<file path="src/rtl/assign_style_compare_monitor.sv">
// Compares the blocking and non-blocking assignment-style circuit outputs sample by sample
// and keeps a registered record of the first divergence.
module assign_style_compare_monitor #(
  parameter int unsigned W      = 4,
  parameter int unsigned CW     = 8,
  parameter int unsigned SETTLE = 1
) (
  input  logic            clk_i,
  input  logic            rst_i,
  input  logic            clr_i,
  input  logic            en_i,
  input  logic [W-1:0]    a_blk_i,
  input  logic [W-1:0]    c_blk_i,
  input  logic [W-1:0]    a_nblk_i,
  input  logic [W-1:0]    c_nblk_i,
  output logic [1:0]      state_o,
  output logic            diverged_o,
  output logic [CW-1:0]   sample_cnt_o,
  output logic [CW-1:0]   mismatch_cnt_o,
  output logic [CW-1:0]   first_idx_o,
  output logic [2*W-1:0]  first_diff_o
);

  typedef enum logic [1:0] {
    StIdle     = 2'd0,
    StSettle   = 2'd1,
    StMatch    = 2'd2,
    StDiverged = 2'd3
  } state_e;

  localparam logic [CW-1:0] CntMax  = '1;
  localparam logic [CW:0]   SettleW = (CW+1)'(SETTLE);

  state_e          state_q, state_d;
  logic            diverged_q, diverged_d;
  logic [CW-1:0]   sample_cnt_q, sample_cnt_d;
  logic [CW-1:0]   mismatch_cnt_q, mismatch_cnt_d;
  logic [CW-1:0]   first_idx_q, first_idx_d;
  logic [2*W-1:0]  first_diff_q, first_diff_d;

  logic            compare;
  logic            mismatch;
  logic            settle_last;
  logic [2*W-1:0]  diff_vec;

  // sample_cnt_q is the index k of the sample being taken this cycle
  assign compare     = {1'b0, sample_cnt_q} >= SettleW;
  assign settle_last = ({1'b0, sample_cnt_q} + 1'b1) >= SettleW;
  assign diff_vec    = {a_blk_i ^ a_nblk_i, c_blk_i ^ c_nblk_i};
  assign mismatch    = compare && ((a_blk_i != a_nblk_i) || (c_blk_i != c_nblk_i));

  // Next-state values assume a sample is being taken; the register block gates on en_i
  always_comb begin
    state_d        = state_q;
    diverged_d     = diverged_q;
    sample_cnt_d   = (sample_cnt_q == CntMax) ? sample_cnt_q : sample_cnt_q + 1'b1;
    mismatch_cnt_d = mismatch_cnt_q;
    first_idx_d    = first_idx_q;
    first_diff_d   = first_diff_q;

    if (mismatch) begin
      if (mismatch_cnt_q != CntMax) begin
        mismatch_cnt_d = mismatch_cnt_q + 1'b1;
      end
      if (!diverged_q) begin
        diverged_d   = 1'b1;
        first_idx_d  = sample_cnt_q;
        first_diff_d = diff_vec;
      end
    end

    unique case (state_q)
      StIdle: begin
        if (SETTLE > 1)    state_d = StSettle;
        else if (mismatch) state_d = StDiverged;
        else               state_d = StMatch;
      end
      StSettle: begin
        if (settle_last) state_d = StMatch;
      end
      StMatch: begin
        if (mismatch) state_d = StDiverged;
      end
      StDiverged: state_d = StDiverged;
      default:    state_d = StIdle;
    endcase
  end

  always_ff @(posedge clk_i) begin
    if (rst_i || clr_i) begin
      state_q        <= StIdle;
      diverged_q     <= 1'b0;
      sample_cnt_q   <= '0;
      mismatch_cnt_q <= '0;
      first_idx_q    <= '0;
      first_diff_q   <= '0;
    end else if (en_i) begin
      state_q        <= state_d;
      diverged_q     <= diverged_d;
      sample_cnt_q   <= sample_cnt_d;
      mismatch_cnt_q <= mismatch_cnt_d;
      first_idx_q    <= first_idx_d;
      first_diff_q   <= first_diff_d;
    end
  end

  assign state_o        = state_q;
  assign diverged_o     = diverged_q;
  assign sample_cnt_o   = sample_cnt_q;
  assign mismatch_cnt_o = mismatch_cnt_q;
  assign first_idx_o    = first_idx_q;
  assign first_diff_o   = first_diff_q;

endmodule
</file>
<file path="config.mk">
export PLATFORM = sky130hd
export DESIGN_NAME = assign_style_compare_monitor
export DESIGN_NICKNAME = d
export VERILOG_FILES = /design/src/rtl/assign_style_compare_monitor.sv
export SDC_FILE = /design/constraint.sdc
export NUM_CORES = 1
export LEC_CHECK = 0
export ABC_AREA = 1
export BUFFER_PORTS_ARGS = -buffer_cell sky130_fd_sc_hd__buf_4
export CORE_ASPECT_RATIO = 0.8
export CORE_MARGIN = 2
export CORE_UTILIZATION = 47
export CTS_CLUSTER_SIZE = 25
export DETAILED_ROUTE_END_ITERATION = 6
export PLACE_DENSITY = 0.74
export SYNTH_ARGS = -nofsm -noshare
export SYNTH_HDL_FRONTEND = slang
export SYNTH_SLANG_ARGS = --single-unit
</file>
<file path="constraint.sdc">
create_clock -name clk_i -period 1.65 [get_ports clk_i]
set_input_delay 0.165 -clock clk_i [delete_from_list [all_inputs] [get_ports clk_i]]
set_output_delay 0.165 -clock clk_i [all_outputs]
set_load 0.05 [all_outputs]
</file>
; Word-level counts from Yosys, hierarchy flattened
; Cells that the tools add are included.
[op_classes]
add_sub_neg = 3
n_mul = 0
div_mod_pow = 0
n_lt_le_gt_ge = 2
n_eq_ne = 9
shift = 0
n_mux = 4
bitwise_logic = 4
reduce_logical = 9
[ops]
columns = operator, count
row1 = $add 8x1->8 const B, 2
row2 = $add 8x1->9 const B, 1
row3 = $ge 9x1->1 const B, 1
row4 = $reduce_and 3->1, 3
row5 = $eq 8x8->1 const B, 1
row6 = $ge 8x1->1 const B, 1
row7 = $ne 4x4->1, 2
row8 = $ne 8x8->1 const B, 1
row9 = $pmux 2 s4, 1
row10 = $xor 4x4->4, 2
row11 = $eq 2x2->1 const B, 2
row12 = $mux 2, 2
row13 = $ne 2x2->1 const B, 2
row14 = $reduce_and 2->1, 2
row15 = $eq 2x1->1 const B, 1
row16 = $logic_not 2->1, 1
row17 = $logic_or 1x1->1, 2
row18 = $not 1->1, 2
row19 = $logic_and 1x1->1, 1
row20 = $mux 1, 1
[totals]
regBits = 35
latch_bits = 0
ram_bits = 0
rom_bits = 0
inputBits = 20
output_inout_bits = 35
word_cells = 37
mem_count = 0

; Longest topological paths before layout
[depth]
depth_word = 5
depth_mapped = 12
depth_no_buf = 12

; Worst setup path before layout
; Ideal clock, no wire load.
[synth_timing]
path_kind = reg-to-reg
start = register sample_cnt_q[0] (netlist: sample_cnt_o[0])
end = register first_idx_q[3] (netlist: first_idx_o[3])
setup_ns = 0.116
arrival_time_ns = 1.951
required_time_ns = 1.534
setup_slack_ns = -0.417
path_stages_with_launch = 12
n_path_buf = 1
synth_period_minus_slack_ns = 2.067
path_cell_list = dfxtp_1 -> inv_1 -> ha_1 -> nand2_1 -> nor2_2 -> nand4_2 -> nand3_4 -> nor2_8 -> inv_6 -> buf_12 -> nor2_1 -> nor2_1
[synth_between]
elab_chain_len = 3
[synth_lines]
columns = element, line_no
row1 = "start, declared", 36  ; logic [CW-1:0] sample_cnt_q, sample_cnt_d;
row2 = "start signal, assigned", 100  ; sample_cnt_q <= sample_cnt_d;
row3 = $ge 8x1->1, 47  ; assign compare = {1'b0, sample_cnt_q} >= SettleW;
row4 = $logic_and 1x1->1, 50  ; assign mismatch = compare && ((a_blk_i != a_nblk_i) || (c_blk_i != c_nblk_i));
row5 = $reduce_and 3->1 (no line), --
row6 = "end signal, assigned", 102  ; first_idx_q <= first_idx_d;
row7 = "end, declared", 38  ; logic [CW-1:0] first_idx_q, first_idx_d;
; Every way passes these cells.
; A chain may end at the register's enable or synchronous reset.

; Worst setup path after layout
[layout_timing]
start = register sample_cnt_q[1] (netlist: sample_cnt_o[1])
end = register first_idx_q[6] (netlist: first_idx_o[6])
; Same word-level chain as after synthesis.

==> impl_metrics.ini <==
[power_and_ir_drop]
static_leakage_nw = 1.22
p_per_area_nw_per_um2 = 762
switching_share = 0.324
internal_power_mw = 1.33
peakVddDrop_mv = 0.394
design_power_mw = 1.97
netSwitchingPower_mw = 0.638
sequentialPowerShare = 0.461
power.share.clock = 0.310
comb_power_share = 0.229

[timing]
min_period_ns = 1.56
finalSetupViolCount = 0
fin_worst_skew_ns = 0.00278
fmax_mhz = 642
slew_viol_final = 0
slew-limit-headroom = 0.779
rsz0062_at_grt = true
tightest_slew_ns = 0.331
hold_slack_ns = 0.176
total_count_of_hold_check_failures_in_the_final_report = 0
layout_worst_path_cycle_share = 0.945

[yosys]
ys.warnings.count = 0
syn-instance-count = 282
ys_async_sr_fraction = 0
ys.flop_type = sky130_fd_sc_hd__dfxtp_1
seq_area_frac_synth = 0.361
synth_largest_area_cell = sky130_fd_sc_hd__dfxtp_1
synth.ff_latch_count = 35
synth_edf_count = 0
post_synth_num_cell_types = 30
syn_area_um2 = 1940
synth_largest_type_area_fraction = 0.361
synth.cells.most_frequent = sky130_fd_sc_hd__nand2_1, sky130_fd_sc_hd__inv_1, sky130_fd_sc_hd__dfxtp_1
synth_most_common_cell = sky130_fd_sc_hd__nand2_1
yosys-top-cells-area = sky130_fd_sc_hd__dfxtp_1, sky130_fd_sc_hd__nand2_1, sky130_fd_sc_hd__inv_1
average_size_of_a_mapped_cell_um2 = 6.88
postSynthNetCount = 307

[hold_path]
min_path_type = in -> reg
hold_path.startpoint = en_i
min_path_cells = 3
hold_end = sample_cnt_o[6]$_SDFFE_PP0P_

[run]
drv_cap = 0

[worst_setup_path]
ff2ff_path_depth = 11
cp.required_ns = 1.84
crit_arrival_ns = 1.75
timing.setup.critical_path_class = reg -> reg
worstSetupEndpointType = flip-flop
worst_path_maximum_fanout = 11
cp-start-kind = flip-flop
critical_path.reg2reg.startpoint = sample_cnt_o[1]$_SDFFE_PP0P_
regToRegEndpoint = first_idx_o[6]$_SDFFE_PP0P_
r2r_setup_slack_ns = 0.09

[floorplanning]
dieHeight_um = 61.5
floorplan.die_area_um2 = 4660
ios = 55
coreArea_um2 = 3880
die_width_um = 75.8
rows = 20
floorplan.initialDensity = 0.500

[final_layout]
final_nets = 369
insertedDiodeCount = 0
syn2layout_area_growth_pct = 33.0
post_route_cells_drive_above_1_share = 0.342

[grt]
pin_count_of_the_biggest_net_entering_global_routing = 18
first_global_vias = 1692
grt_pass1_wl_mm = 7.25
antenna_found_initial = 0
grt_usage = 0.205
global_route.overflow_total = 0

[cts]
root_buffer = sky130_fd_sc_hd__clkbuf_8
cts_tree = done
clock_sinks = 35
hold_buffers = 0
cts-root-to-sink-buffers = 2
clkLatencyLatePin_ns = 0.29
numCtsBuffers = 5
ctsHtreeMaxLevel = 2
cts.clk_slew.worst_paths_ns = 0.07

[drt]
drtAntennaViolNets = 0
drt_via_density = 4.69
drcViolationCount = 0
drt_first_iter_violations = 50
routed_wirelength_mm = 4.51
routedWlPerCell_um = 11.3
dr_total_vias = 1876
drt-pass1-iter-count = 4

[run_status]
run_status = completed

[placement]
replace_congestion = 0.839
hpwl_mm = 3.34
portBuffers = 54
[state kept, by name (all words and copies together), names as in the netlist]
register,cells
state_o,2
first_diff_o,8
diverged_o,1
first_idx_o,8
sample_cnt_o,8
mismatch_cnt_o,8
[worst max-delay path: stages, from the launching register on]
cell and delay [ns]:
sky130_fd_sc_hd__dfxtp_4 0.37, sky130_fd_sc_hd__inv_2 0.05, sky130_fd_sc_hd__ha_1 0.17, sky130_fd_sc_hd__inv_1 0.05
sky130_fd_sc_hd__nand2_1 0.06, sky130_fd_sc_hd__nor2_2 0.12, sky130_fd_sc_hd__nand4_4 0.12, sky130_fd_sc_hd__nand3_4 0.13
sky130_fd_sc_hd__nor2_8 0.07, sky130_fd_sc_hd__buf_12 0.15, sky130_fd_sc_hd__o21ai_1 0.12, sky130_fd_sc_hd__nor2_1 0.05
[placed cells by master, fill, tap and decap left out, drive strengths merged]
cell	instances
a21oi	25
buf	60
clkbuf	6
clkinv	2
dfxtp	35
ha	5
inv	42
nand2	75
nand3	11
nand3b	1
nand4	4
nor2	45
nor3	2
o21a	1
o21ai	25
o21bai	1
xor2	5
[timing repair]
item,4_1_cts,5_1_grt
gates resized for setup,0,16
cloned,0,0
pin swaps,1,4
setup buffers,0,1
endpoints found under the setup margin,6,29
[layout make-up]
cell class	instances	area, um^2
Sequential cell	35	718
Clock buffer	6	72.6
Fill cell	360	1300
Multi-Input combinational cell	200	1080
Tap cell	55	68.8
Inverter	42	163
Timing Repair Buffer	60	463
Clock inverter	2	11.3
[worst max-delay path by stage]
stage,from,to,slack [ns]
detailed placement,sample_cnt_o[0]$_SDFFE_PP0P_,first_diff_o[0]$_SDFFE_PP0P_,-0.02
global route,sample_cnt_o[1]$_SDFFE_PP0P_,first_idx_o[6]$_SDFFE_PP0P_,-0.05
global placement,sample_cnt_o[0]$_SDFFE_PP0P_,first_diff_o[1]$_SDFFE_PP0P_,0.05
finish,sample_cnt_o[1]$_SDFFE_PP0P_,first_idx_o[6]$_SDFFE_PP0P_,0.09
CTS,sample_cnt_o[0]$_SDFFE_PP0P_,first_diff_o[0]$_SDFFE_PP0P_,0.004
floorplan,sample_cnt_o[1]$_SDFFE_PP0P_,first_idx_o[3]$_SDFFE_PP0P_,-0.008
[kinds of logic after synthesis]
kind of cell    share of synthesized area
compound gates                      0.143
xor+xnor                           0.0226
simple gates                        0.334
flops                               0.361
fa+ha+maj                          0.0323
buf+inv                             0.107
[power groups by stage]
stage               clock [mW]  combinational, mW  sequential, mW
floorplan                    0              0.196            1.03
global placement             0              0.415           0.922
detailed placement           0              0.422           0.923
CTS                      0.628              0.422           0.904
global route             0.652              0.487           0.910
finish                   0.609              0.451           0.906
[per-stage QoR]
stage	setup TNS [ns]	setup WS, ns	util	std cells	area, um^2
floorplan	-0.00840	-0.00840	-	282	1960
detailed placement	-0.0593	-0.0229	0.625	391	2420
CTS	0	0.00431	0.646	399	2510
global placement	0	0.0489	0.625	391	2420
finish	0	0.0913	0.665	400	2580
global route	-0.340	-0.0462	0.665	400	2580
[per-layer routing]
metal | vias to the layer above | track usage | wire length (um)
met5 | - | 0 | 0
met4 | 0 | 0.0677 | 58
met3 | 7 | 0.0475 | 148
met2 | 29 | 0.347 | 2160
met1 | 825 | 0.259 | 2140
li1 | 1015 | - | -
Note: power is estimated with default switching activity, not from simulation.
